$ cat src/rtl/hazard_pkg.sv
// Shared pipeline-control types: stage-select codes and hazard FSM states.
// Imported by the hazard unit and the pipeline registers that consume its selects.
package hazard_pkg;

    typedef enum logic [1:0] {
        SEL_RUN   = 2'b00,
        SEL_HOLD  = 2'b01,
        SEL_CLEAR = 2'b11
    } sel_e;

    typedef enum logic {
        S_RUN  = 1'b0,
        S_WAIT = 1'b1
    } state_e;

    typedef struct packed {
        logic pc_en;
        sel_e if_id;
        sel_e id_ex;
        sel_e ex_mem;
    } ctrl_t;

    localparam ctrl_t CTRL_RUN      = '{pc_en: 1'b1, if_id: SEL_RUN,   id_ex: SEL_RUN,   ex_mem: SEL_RUN};
    localparam ctrl_t CTRL_RESET    = '{pc_en: 1'b0, if_id: SEL_CLEAR, id_ex: SEL_CLEAR, ex_mem: SEL_CLEAR};
    localparam ctrl_t CTRL_MEMSTALL = '{pc_en: 1'b0, if_id: SEL_HOLD,  id_ex: SEL_HOLD,  ex_mem: SEL_HOLD};
    localparam ctrl_t CTRL_BRANCH   = '{pc_en: 1'b1, if_id: SEL_CLEAR, id_ex: SEL_CLEAR, ex_mem: SEL_RUN};
    localparam ctrl_t CTRL_LOADUSE  = '{pc_en: 1'b0, if_id: SEL_HOLD,  id_ex: SEL_CLEAR, ex_mem: SEL_RUN};

endpackage

$ cat src/rtl/hazard_unit_if.sv
// Pipeline <-> hazard unit control bundle: ID/EX/MEM hazard sources in, PC enable and
// stage selects out. The pipeline side is the master, the hazard unit the slave.
interface hazard_unit_if;
    import hazard_pkg::*;

    logic [4:0] id_rs1_addr_i;
    logic [4:0] id_rs2_addr_i;
    logic       id_rs1_used_i;
    logic       id_rs2_used_i;
    logic       id_rs1_f_i;
    logic       id_rs2_f_i;
    logic [4:0] ex_rd_addr_i;
    logic       ex_rd_wren_I_i;
    logic       ex_rd_wren_F_i;
    logic       ex_is_load_i;
    logic       ex_br_taken_i;
    logic       mem_req_i;
    logic       mem_ack_i;
    logic       pc_en_o;
    sel_e       if_id_sel_o;
    sel_e       id_ex_sel_o;
    sel_e       ex_mem_sel_o;

    modport master (
        output id_rs1_addr_i, id_rs2_addr_i, id_rs1_used_i, id_rs2_used_i,
        output id_rs1_f_i, id_rs2_f_i, ex_rd_addr_i, ex_rd_wren_I_i, ex_rd_wren_F_i,
        output ex_is_load_i, ex_br_taken_i, mem_req_i, mem_ack_i,
        input  pc_en_o, if_id_sel_o, id_ex_sel_o, ex_mem_sel_o
    );

    modport slave (
        input  id_rs1_addr_i, id_rs2_addr_i, id_rs1_used_i, id_rs2_used_i,
        input  id_rs1_f_i, id_rs2_f_i, ex_rd_addr_i, ex_rd_wren_I_i, ex_rd_wren_F_i,
        input  ex_is_load_i, ex_br_taken_i, mem_req_i, mem_ack_i,
        output pc_en_o, if_id_sel_o, id_ex_sel_o, ex_mem_sel_o
    );

endinterface

$ cat src/rtl/hazard_load_use.sv
// Combinational load-use detector: a load in EX whose destination is read by the ID
// instruction, for either source and either register file.
module hazard_load_use (
    input  logic [4:0] rs1_addr_i,
    input  logic [4:0] rs2_addr_i,
    input  logic       rs1_used_i,
    input  logic       rs2_used_i,
    input  logic       rs1_f_i,
    input  logic       rs2_f_i,
    input  logic [4:0] rd_addr_i,
    input  logic       rd_wren_int_i,
    input  logic       rd_wren_fp_i,
    input  logic       is_load_i,
    output logic       load_use_o
);

    logic rs1_hit;
    logic rs2_hit;

    // x0 is hardwired zero so never a real dependency; f0 is an ordinary FP register.
    always_comb begin
        rs1_hit = rs1_used_i && (rs1_addr_i == rd_addr_i) &&
                  ((!rs1_f_i && rd_wren_int_i && (rd_addr_i != 5'd0)) ||
                   ( rs1_f_i && rd_wren_fp_i));
        rs2_hit = rs2_used_i && (rs2_addr_i == rd_addr_i) &&
                  ((!rs2_f_i && rd_wren_int_i && (rd_addr_i != 5'd0)) ||
                   ( rs2_f_i && rd_wren_fp_i));
        load_use_o = is_load_i && (rs1_hit || rs2_hit);
    end

endmodule

$ cat src/rtl/hazard_unit.sv
// Pipeline hazard controller: prioritised MEM-wait / branch-flush / load-use selects,
// MEM-wait FSM with bounded timeout, and stall/flush performance counters.
module hazard_unit
    import hazard_pkg::*;
#(
    parameter int unsigned TIMEOUT = 64,
    parameter int unsigned CNT_W   = 32
) (
    input  logic             i_clk,
    input  logic             i_rst,
    hazard_unit_if.slave     hz,
    output logic             err_timeout_o,
    output logic [CNT_W-1:0] stall_cnt_o,
    output logic [CNT_W-1:0] flush_cnt_o
);

    localparam int unsigned       WAIT_W    = $clog2(TIMEOUT);
    localparam logic [WAIT_W-1:0] WAIT_LAST = WAIT_W'(TIMEOUT - 1);

    state_e             state_q, state_d;
    logic  [WAIT_W-1:0] wait_cnt_q, wait_cnt_d;
    logic               err_q, err_d;
    logic  [CNT_W-1:0]  stall_cnt_q, flush_cnt_q;

    logic  load_use;
    logic  timeout_hit;
    logic  mem_stall;
    logic  branch;
    ctrl_t ctrl;

    hazard_load_use u_load_use (
        .rs1_addr_i    (hz.id_rs1_addr_i),
        .rs2_addr_i    (hz.id_rs2_addr_i),
        .rs1_used_i    (hz.id_rs1_used_i),
        .rs2_used_i    (hz.id_rs2_used_i),
        .rs1_f_i       (hz.id_rs1_f_i),
        .rs2_f_i       (hz.id_rs2_f_i),
        .rd_addr_i     (hz.ex_rd_addr_i),
        .rd_wren_int_i (hz.ex_rd_wren_I_i),
        .rd_wren_fp_i  (hz.ex_rd_wren_F_i),
        .is_load_i     (hz.ex_is_load_i),
        .load_use_o    (load_use)
    );

    // On the last permitted wait cycle the pipe is released as if the access had completed.
    assign timeout_hit = (state_q == S_WAIT) && (wait_cnt_q == WAIT_LAST);
    assign mem_stall   = hz.mem_req_i && !hz.mem_ack_i && !timeout_hit;
    assign branch      = hz.ex_br_taken_i;

    always_comb begin
        ctrl = CTRL_RUN;
        if (i_rst) begin
            ctrl = CTRL_RESET;
        end else if (mem_stall) begin
            ctrl = CTRL_MEMSTALL;
        end else if (branch) begin
            ctrl = CTRL_BRANCH;
        end else if (load_use) begin
            ctrl = CTRL_LOADUSE;
        end
    end

    assign hz.pc_en_o      = ctrl.pc_en;
    assign hz.if_id_sel_o  = ctrl.if_id;
    assign hz.id_ex_sel_o  = ctrl.id_ex;
    assign hz.ex_mem_sel_o = ctrl.ex_mem;

    always_comb begin
        state_d    = S_RUN;
        wait_cnt_d = '0;
        err_d      = hz.mem_req_i && !hz.mem_ack_i && timeout_hit;
        if (mem_stall) begin
            state_d    = S_WAIT;
            wait_cnt_d = (state_q == S_RUN) ? WAIT_W'(1) : wait_cnt_q + WAIT_W'(1);
        end
    end

    always_ff @(posedge i_clk) begin
        if (i_rst) begin
            state_q     <= S_RUN;
            wait_cnt_q  <= '0;
            err_q       <= 1'b0;
            stall_cnt_q <= '0;
            flush_cnt_q <= '0;
        end else begin
            state_q    <= state_d;
            wait_cnt_q <= wait_cnt_d;
            err_q      <= err_d;
            if (!ctrl.pc_en) begin
                stall_cnt_q <= stall_cnt_q + CNT_W'(1);
            end
            if (branch && !mem_stall) begin
                flush_cnt_q <= flush_cnt_q + CNT_W'(1);
            end
        end
    end

    assign err_timeout_o = err_q;
    assign stall_cnt_o   = stall_cnt_q;
    assign flush_cnt_o   = flush_cnt_q;

endmodule

$ cat src/flat_wrapper.sv
// flat-port wrapper written by rule: the top's interface ports become plain ports
module hazard_unit_flat import hazard_pkg::*;
#(
    parameter int unsigned TIMEOUT = 64,
    parameter int unsigned CNT_W   = 32
)
  (i_clk, i_rst, err_timeout_o, stall_cnt_o, flush_cnt_o, hz_id_rs1_addr_i, hz_id_rs2_addr_i, hz_id_rs1_used_i, hz_id_rs2_used_i, hz_id_rs1_f_i, hz_id_rs2_f_i, hz_ex_rd_addr_i, hz_ex_rd_wren_I_i, hz_ex_rd_wren_F_i, hz_ex_is_load_i, hz_ex_br_taken_i, hz_mem_req_i, hz_mem_ack_i, hz_pc_en_o, hz_if_id_sel_o, hz_id_ex_sel_o, hz_ex_mem_sel_o);
  hazard_unit_if hz_i ();
  input  logic i_clk;
  input  logic i_rst;
  output logic err_timeout_o;
  output logic [CNT_W-1:0] stall_cnt_o;
  output logic [CNT_W-1:0] flush_cnt_o;
  input wire logic [$bits(hz_i.id_rs1_addr_i)-1:0] hz_id_rs1_addr_i;
  input wire logic [$bits(hz_i.id_rs2_addr_i)-1:0] hz_id_rs2_addr_i;
  input wire logic [$bits(hz_i.id_rs1_used_i)-1:0] hz_id_rs1_used_i;
  input wire logic [$bits(hz_i.id_rs2_used_i)-1:0] hz_id_rs2_used_i;
  input wire logic [$bits(hz_i.id_rs1_f_i)-1:0] hz_id_rs1_f_i;
  input wire logic [$bits(hz_i.id_rs2_f_i)-1:0] hz_id_rs2_f_i;
  input wire logic [$bits(hz_i.ex_rd_addr_i)-1:0] hz_ex_rd_addr_i;
  input wire logic [$bits(hz_i.ex_rd_wren_I_i)-1:0] hz_ex_rd_wren_I_i;
  input wire logic [$bits(hz_i.ex_rd_wren_F_i)-1:0] hz_ex_rd_wren_F_i;
  input wire logic [$bits(hz_i.ex_is_load_i)-1:0] hz_ex_is_load_i;
  input wire logic [$bits(hz_i.ex_br_taken_i)-1:0] hz_ex_br_taken_i;
  input wire logic [$bits(hz_i.mem_req_i)-1:0] hz_mem_req_i;
  input wire logic [$bits(hz_i.mem_ack_i)-1:0] hz_mem_ack_i;
  output wire logic [$bits(hz_i.pc_en_o)-1:0] hz_pc_en_o;
  output wire logic [$bits(hz_i.if_id_sel_o)-1:0] hz_if_id_sel_o;
  output wire logic [$bits(hz_i.id_ex_sel_o)-1:0] hz_id_ex_sel_o;
  output wire logic [$bits(hz_i.ex_mem_sel_o)-1:0] hz_ex_mem_sel_o;
  assign hz_i.id_rs1_addr_i = hz_id_rs1_addr_i;
  assign hz_i.id_rs2_addr_i = hz_id_rs2_addr_i;
  assign hz_i.id_rs1_used_i = hz_id_rs1_used_i;
  assign hz_i.id_rs2_used_i = hz_id_rs2_used_i;
  assign hz_i.id_rs1_f_i = hz_id_rs1_f_i;
  assign hz_i.id_rs2_f_i = hz_id_rs2_f_i;
  assign hz_i.ex_rd_addr_i = hz_ex_rd_addr_i;
  assign hz_i.ex_rd_wren_I_i = hz_ex_rd_wren_I_i;
  assign hz_i.ex_rd_wren_F_i = hz_ex_rd_wren_F_i;
  assign hz_i.ex_is_load_i = hz_ex_is_load_i;
  assign hz_i.ex_br_taken_i = hz_ex_br_taken_i;
  assign hz_i.mem_req_i = hz_mem_req_i;
  assign hz_i.mem_ack_i = hz_mem_ack_i;
  assign hz_pc_en_o = hz_i.pc_en_o;
  assign hz_if_id_sel_o = hz_i.if_id_sel_o;
  assign hz_id_ex_sel_o = hz_i.id_ex_sel_o;
  assign hz_ex_mem_sel_o = hz_i.ex_mem_sel_o;
  hazard_unit #(.TIMEOUT(TIMEOUT), .CNT_W(CNT_W)) u_core (.i_clk(i_clk), .i_rst(i_rst), .hz(hz_i), .err_timeout_o(err_timeout_o), .stall_cnt_o(stall_cnt_o), .flush_cnt_o(flush_cnt_o));
endmodule
$ cat config.mk
export PLATFORM = sky130hd
export DESIGN_NAME = hazard_unit_flat
export DESIGN_NICKNAME = d
export VERILOG_FILES = /design/src/rtl/hazard_pkg.sv /design/src/rtl/hazard_unit_if.sv /design/src/rtl/hazard_load_use.sv /design/src/rtl/hazard_unit.sv /design/src/flat_wrapper.sv
export SDC_FILE = /design/constraint.sdc
export NUM_CORES = 1
export LEC_CHECK = 0
export BUFFER_PORTS_ARGS = -buffer_cell sky130_fd_sc_hd__buf_2
export CORE_UTILIZATION = 53
export CTS_CLUSTER_DIAMETER = 150
export DETAILED_ROUTE_END_ITERATION = 8
export GPL_ROUTABILITY_DRIVEN = 0
export PLACE_DENSITY = 0.8
export SYNTH_ARGS = -nofsm -noshare
export SYNTH_HDL_FRONTEND = slang
export SYNTH_SLANG_ARGS = --single-unit
$ cat constraint.sdc
create_clock -name i_clk -period 2.9 [get_ports i_clk]
set_input_delay 0.29 -clock i_clk [delete_from_list [all_inputs] [get_ports i_clk]]
set_output_delay 0.29 -clock i_clk [all_outputs]
set_load 0.02 [all_outputs]
# ---- Word level (Yosys, flattened, before mapping)
# Index checks and enable logic that the tools add are counted.
dict set report totals {
  register_bits 72
  inputBits 27
  out_inout_bits 72
  elab_cells 47
}
dict set report op_classes {
  add_sub_neg 3
  eq_ne 3
  muxes 6
  bitwise 2
  reduce_logical 27
}
# op count
set ops {}
lappend ops {{$add A32 B1 Y32 const B} 2}
lappend ops {{$mux W7} 4}
lappend ops {{$logic_and A1 B1 Y1} 16}
lappend ops {{$eq A5 B5 Y1} 2}
lappend ops {{$add A6 B1 Y6 const B} 1}
lappend ops {{$eq A6 B6 Y1 const B} 1}
lappend ops {{$logic_not A1 Y1} 5}
lappend ops {{$reduce_bool A5 Y1} 1}
lappend ops {{$logic_or A1 B1 Y1} 3}
lappend ops {{$reduce_or A3 Y1} 1}
lappend ops {{$mux W1} 2}
lappend ops {{$not A1 Y1} 2}
lappend ops {{$reduce_or A2 Y1} 1}

# ---- Longest topological paths before layout
# Gate-level depths: netlist (run 1).
dict set report depth {
  word_depth 11
  mapped_depth 8
  mapped_depth_nobuf 7
}

# ---- Cells and area by module
# Synthesis (run 1) repeated with hierarchy kept, for this count alone.
dict set report unflattened {
  cells_unflattened 427
  hier_area_um2 3567.2
}
# mod instances cells_per_inst area_each_um2 seq_area_each_um2
set modules_own_cells {}
lappend modules_own_cells {hazard_unit 1 403 3393.3 1441.4}
lappend modules_own_cells {hazard_load_use 1 24 173.9 0.0}

# ---- Least setup slack after synthesis (run 1)
# Ideal clock, no wire load.
dict set report synth_timing {
  kind {register to register}
  start {reg u_core.stall_cnt_q[16] (netlist: u_core.stall_cnt_o[16])}
  end {reg u_core.stall_cnt_q[30] (netlist: u_core.stall_cnt_o[30])}
  setup_ns 0.121
  arrival_ns 2.066
  required_time_ns 2.779
  path_slack_ns 0.713
  path_stages_with_launch 7
  n_path_buf 0
  path_cell_list {dfxtp_1 nand4_1 or4_1 nor3_2 nand3_1 a211oi_1 mux2_2}
}
dict set report synth_via {
  elab_chain_len 1
}
# element line
set synth_rtl {}
lappend synth_rtl {{start: declaration} hazard_unit.sv:23} ;# logic [CNT_W-1:0] stall_cnt_q, flush_cnt_q;
lappend synth_rtl {{start signal: assignment} hazard_unit.sv:90} ;# stall_cnt_q <= stall_cnt_q + CNT_W'(1);
lappend synth_rtl {{$add A32 B1 Y32} hazard_unit.sv:90}
# No other way between the ends.
# A chain may end at the register's enable or synchronous reset.

# ---- Worst setup path after layout (run 1)
dict set report layout_timing {
  start {reg u_core.wait_cnt_q[0]}
  end {out hz_pc_en_o}
}
dict set report layout_via {
  elab_chain_len 6
}
# element line
set layout_rtl {}
lappend layout_rtl {{start: declaration} hazard_unit.sv:21} ;# logic [WAIT_W-1:0] wait_cnt_q, wait_cnt_d;
lappend layout_rtl {{start signal: assignment} hazard_unit.sv:87} ;# wait_cnt_q <= wait_cnt_d;
lappend layout_rtl {{$eq A6 B6 Y1} hazard_unit.sv:46} ;# assign timeout_hit = (state_q == S_WAIT) && (wait_cnt_q == WAIT_LAST);
lappend layout_rtl {{$logic_and A1 B1 Y1} hazard_unit.sv:46}
lappend layout_rtl {{$logic_not A1 Y1} hazard_unit.sv:47} ;# assign mem_stall = hz.mem_req_i && !hz.mem_ack_i && !timeout_hit;
lappend layout_rtl {{$logic_and A1 B1 Y1} hazard_unit.sv:47}
lappend layout_rtl {{$mux W7} hazard_unit.sv:54} ;# end else if (mem_stall) begin
lappend layout_rtl {{$mux W7} hazard_unit.sv:52} ;# if (i_rst) begin
lappend layout_rtl {{end: declaration} flat_wrapper.sv:27} ;# output wire logic [$bits(hz_i.pc_en_o)-1:0] hz_pc_en_o;
# No other way between the ends.

==> flow_summary.toml, run 1 <==
[power_and_ir_drop]
p_int_mw = 1.34
p_per_area_nw_per_um2 = 407
power_frac_comb = 0.075
ir_worst_vdd_mv = 0.323
seq_power_share = 0.551
switching_share = 0.260
clkPwrFrac = 0.374
p_sw_uw = 473
p_leak_nw = 1.95

[synthesis]
synth_compound_area_frac = 0.0700
ys_seq_area_frac = 0.382
dominantRegCellSynth = "dfxtp_1"
synthXorXnorAreaFrac = 0.105
synth_async_sr_flop_share = 0
synth_top_area_frac = 0.382
yosys.area.top_type = "dfxtp_1"
ys_seq_elements = 72
synth_common_cells = "nor2_1, dfxtp_1, nand3_1, nor2b_1, xor2_1"
synth_nets = 479
synth_area_leaders = "dfxtp_1, nor2_1, mux2_1, xor2_1, nor2b_1"
postSynthCellCount = 449
synth_top_family_by_area = "simple AND/OR/NAND/NOR gates"
yosys-mux-area-fraction = 0.0896
synth_most_common_cell = "nor2_1"
yosys.area_share.simple = 0.304
synth_cell_types = 37
postSynthAreaPerCell_um2 = 8.40
synth-edff-count = 0
synthAdderAreaFrac = 0.00995
syn_area_um2 = 3770
yosys_warnings = 0

[critical_path]
arrival_ps = 2450
crit_family = "simple AND/OR/NAND/NOR gates"
worstPathMaxFanout = 27
max_stage_delay_ps = 610
cp_slowest_cell = "nor2_4"
critical_path.endpoint_type = "primary output"
worstPathRequired_ps = 2610
crit_chain = "ha_1 > and3_1 > a41oi_1 > nor2_4 > and2_1 > buf_2"
cp-start-kind = "register"
crit_type = "register to primary output"
crit_buf_inv = 1

[drt]
drtPass1Iterations = 4
antenna_left = 0
vias_per_cell = 5.48
drt_iter0_markers = 160
vias = 3499
wl_per_cell_um = 13.5
routed_wl_mm = 8.62
drc_errors = 0

[sta]
hold_viol = 0
worst-slew-pin-transition_ps = 924
skew_ps = 11.0
fmaxAchievable_mhz = 365
period_needed_ps = 2740
fin_crit_sh = 0.944
maxSlewHeadroom = 0.384
slew_violations = 0
setup_violations = 0
rsz0062_at_grt = "false"
final.setup.tns_ps = 0

[cts]
clockBufferDepth = 2
cts_tree = "done"
numCtsBuffers = 9
clk_latency_ps = 350
htree_levels = 3
cts_setup_buffers = 0
cts.reportedPaths.clkPinSlew_ps = 70
cts_num_sinks = 72
postCtsHoldBufs = 0
clock_tree.root_cell = "clkbuf_8"

[die]
pin_count = 99
core_area_um2 = 6830
die_area_um2 = 7460
die_h_um = 86.4
initial_utilization = 0.552
die_w_um = 86.4
fp-row-count = 30

[place]
dp_hpwl_mm = 6.03
placed_area_um2 = 4300
io_buffers = 98

[layout]
utilization = 0.654
drive_gt1_frac = 0.241
final_cell_area_um2 = 4470
flow.area_growth_from_synthesis_pct = 18.5
n_fill_cell = 603
multiInputGateArea_um2 = 2190
finalNetCount = 569
regArea_um2 = 1440
n_antenna_cell = 0

[flow_run]
maxCapViolCount = 0

[global_routing]
grt_pass1_vias = 3066
grt_max_degree = 98
grt_overflow = 0
grt_use_total = 0.229
grt_pass1_wl_mm = 13.6
antenna_found_initial = 0

[hold_path]
hold_class = "input port to register"

[outcome]
outcome = "completed"
## power groups by stage
| stage | Sequential (mW) | Clock (mW) | Combinational (mW) |
|---|---|---|---|
| floorplan | 1.03 | 0 | 0.0798 |
| global placement | 1.03 | 0 | 0.129 |
| detailed placement | 1.03 | 0 | 0.134 |
| CTS | 1.00 | 0.685 | 0.135 |
| global route | 1.00 | 0.726 | 0.148 |
| finish | 1.00 | 0.680 | 0.136 |
## logic make-up after synthesis
| group | after synthesis |
|---|---|
| simple gates | 228 |
| mux | 30 |
| xor+xnor | 45 |
| flops | 72 |
| fa+ha+maj | 3 |
| buf+inv | 30 |
| compound gates | 41 |
## metrics by stage
step / power [mW] / hold slack, ps / setup slack (ps) / std cells
2_1_floorplan: 1.11 / 447 / 713 / 449
3_3_place_gp: 1.15 / 461 / 312 / 624
3_5_place_dp: 1.16 / 492 / 212 / 624
4_1_cts: 1.82 / 248 / 167 / 639
5_1_grt: 1.88 / 260 / 52.5 / 639
6_report: 1.82 / 254 / 162 / 639
## cell type report
class	count	share of cell area
Tap cell	96	0.0269
Multi-Input combinational cell	347	0.491
Inverter	5	0.00420
Timing Repair Buffer	104	0.120
Sequential cell	72	0.322
Clock inverter	6	0.00840
Clock buffer	9	0.0277
## sequential cells by signal, indices dropped and copies added (netlist names)
register / cells
u_core.err_timeout_o: 1
u_core.flush_cnt_o: 32
u_core.stall_cnt_o: 32
u_core.state_q: 1
u_core.wait_cnt_q: 6
## placed cells by master, fill, tap and decap left out, types with 9 or more instances in the layout
cell      count
dfxtp_1      72
xnor2_1      16
nand2_1      28
mux2_1       24
nand4_1      22
clkbuf_8      9
and3_1       12
nor2_1       72
xor2_1       29
nor2b_1      29
a21oi_1      23
nor3_1       10
nand3_1      34
buf_2        98
## per-layer routing
layer	up-vias	part of all wire	global-route usage
met5	-	0	0
met4	0	0.013	0.0879
met3	9	0.048	0.0324
met2	114	0.48	0.398
met1	1650	0.46	0.288
li1	1726	-	-
## worst paths after layout
path                              startpoint                                   to  slack [ps]  depth (start not counted)
max reg2reg  u_core.wait_cnt_q[0]$_SDFF_PP0_  u_core.stall_cnt_o[31]$_SDFFE_PP0N_         330                          7
max          u_core.wait_cnt_q[0]$_SDFF_PP0_                           hz_pc_en_o         160                          6
min                         hz_ex_br_taken_i   u_core.flush_cnt_o[1]$_SDFFE_PP0P_         250                          3
min reg2reg  u_core.wait_cnt_q[0]$_SDFF_PP0_      u_core.wait_cnt_q[0]$_SDFF_PP0_         490                          1
## worst min-delay path, stage by stage
cell	delay, ps
buf_2	120
nand3_1	80
a21oi_1	60
## repair_timing
| item | in CTS | in global routing |
|---|---|---|
| resized for setup | 1 | 0 |
| endpoints found under the hold margin | 0 | 0 |
| setup endpoints to repair | 3 | 0 |
(Power assumes the default switching activity.)
==> run 2, diff against run 1 <==
- CELL_PAD_IN_SITES_DETAIL_PLACEMENT: default -> 1
- CELL_PAD_IN_SITES_GLOBAL_PLACEMENT: default -> 2
- CORE_UTILIZATION: 53 -> 30
- PLACE_DENSITY: 0.8 -> default
- PLACE_DENSITY_LB_ADDON: default -> 0.1
==> flow_summary.toml, run 2 (synthesized netlist as in run 1, its figures left out) <==
[die]
die_w_um = 114
core_area_um2 = 12100
pin_count = 99
fp-row-count = 40
initial_utilization = 0.311
die_h_um = 114
die_area_um2 = 13000

[critical_path]
crit_buf_inv = 2
crit_type = "register to primary output"
cp_slowest_cell = "nor2_4"
crit_chain = "ha_1 > and3_1 > a41oi_1 > nor2_4 > buf_4 > and2_1 > buf_2"
crit_family = "simple AND/OR/NAND/NOR gates"
critical_path.endpoint_type = "primary output"
cp-start-kind = "register"
arrival_ps = 2440
max_stage_delay_ps = 580
worstPathRequired_ps = 2610
worstPathMaxFanout = 29

[global_routing]
grt_use_total = 0.166
grt_max_degree = 98
grt_pass1_wl_mm = 17.0
antenna_found_initial = 0
grt_overflow = 0
grt_pass1_vias = 3439

[layout]
finalNetCount = 571
drive_gt1_frac = 0.244
flow.area_growth_from_synthesis_pct = 24.9
final_cell_mix = "buf_2, nor2_1, dfxtp_1"
final_common_cell = "buf_2"
n_antenna_cell = 0

[sta]
final.setup.tns_ps = 0
worst-slew-pin-transition_ps = 973
hold_viol = 0
slew_violations = 0
skew_ps = 5.44
fin_crit_sh = 0.943
fmaxAchievable_mhz = 366
maxSlewHeadroom = 0.351
hold_ws_ps = 246
rsz0062_at_grt = "false"
period_needed_ps = 2730
setup_violations = 0

[power_and_ir_drop]
p_leak_nw = 2.03
finalPower_mw = 2.25
p_per_area_nw_per_um2 = 478
ir_worst_vdd_mv = 0.239

[drt]
antenna_left = 0
drc_errors = 0
vias = 3458
drtPass1Iterations = 4
routed_wl_mm = 10.2
vias_per_cell = 4.84
drt_iter0_markers = 149
wl_per_cell_um = 14.3

[place]
dp_hpwl_mm = 7.15
io_buffers = 98

[hold_path]
hold_class = "input port to register"

[cts]
clock_tree.root_cell = "clkbuf_16"
cts_setup_buffers = 0
clk_latency_ps = 340
postCtsHoldBufs = 0
htree_levels = 3
cts_num_sinks = 72
cts_tree = "done"
cts.reportedPaths.clkPinSlew_ps = 60
clockBufferDepth = 2
numCtsBuffers = 9

[flow_run]
maxCapViolCount = 0

[outcome]
outcome = "completed"
==> run 2: cell count changes in the layout (fill, tap and decap cells not counted), sizes merged <==
cell and change:
buf +2, clkinvlp -3, clkbuf +2, bufinv +1, clkinv +1
==> run 2: where the power goes <==
| group | internal, mW | switching (mW) | total (mW) |
|---|---|---|---|
| Combinational | 0.0502 | 0.0875 | 0.138 |
| Clock | 0.667 | 0.443 | 1.11 |
| Sequential | 0.996 | 0.00752 | 1.00 |
==> run 2: area by class of cell <==
cell class                      instances  area, um^2
Clock buffer                           11         233
Clock inverter                          5        57.6
Fill cell                            1513        7400
Inverter                                5        18.8
Multi-Input combinational cell        347        2200
Sequential cell                        72        1440
Tap cell                              168         210
Timing Repair Buffer                  106         551
==> run 2: layer usage <==
metal | up-vias | GRT usage | wire [um]
met4 | 0 | 0.0597 | 135
li1 | 1728 | - | -
met5 | - | 0 | 0
met1 | 1658 | 0.212 | 5030
met2 | 63 | 0.271 | 4700
met3 | 9 | 0.0418 | 372
==> run 2: repair_timing <==
action | in CTS | in global routing
endpoints found under the setup margin | 4 | 0
gates resized for setup | 1 | 0
endpoints found under the hold margin | 0 | 0
==> run 2: per-stage QoR <==
| step | std cells | utilization | instance area (um^2) | setup WS, ps |
|---|---|---|---|---|
| after global placement | 698 | 0.365 | 4420 | 248 |
| final | 714 | 0.389 | 4710 | 166 |
| after floorplan | 449 | - | 3770 | 713 |
| after detailed placement | 698 | 0.365 | 4420 | 182 |
| after CTS | 714 | 0.389 | 4710 | 151 |
| after global routing | 714 | 0.389 | 4710 | 4.75 |
==> run 2: worst paths after layout <==
path	to	depth (start not counted)	slack, ps	start
setup / recovery	hz_pc_en_o	7	170	u_core.wait_cnt_q[0]$_SDFF_PP0_
hold / removal	u_core.flush_cnt_o[1]$_SDFFE_PP0P_	3	250	hz_ex_br_taken_i
setup reg to reg	u_core.stall_cnt_o[30]$_SDFFE_PP0N_	6	560	u_core.stall_cnt_o[16]$_SDFFE_PP0N_
hold reg to reg	u_core.wait_cnt_q[0]$_SDFF_PP0_	1	480	u_core.wait_cnt_q[0]$_SDFF_PP0_
==> run 2: worst min-delay path: cells and delay by family <==
kind                   cells  cell delay [ps]
AO/OA/AOI/OAI              1               50
buffers and inverters      1              120
AND/OR/NAND/NOR            1               80
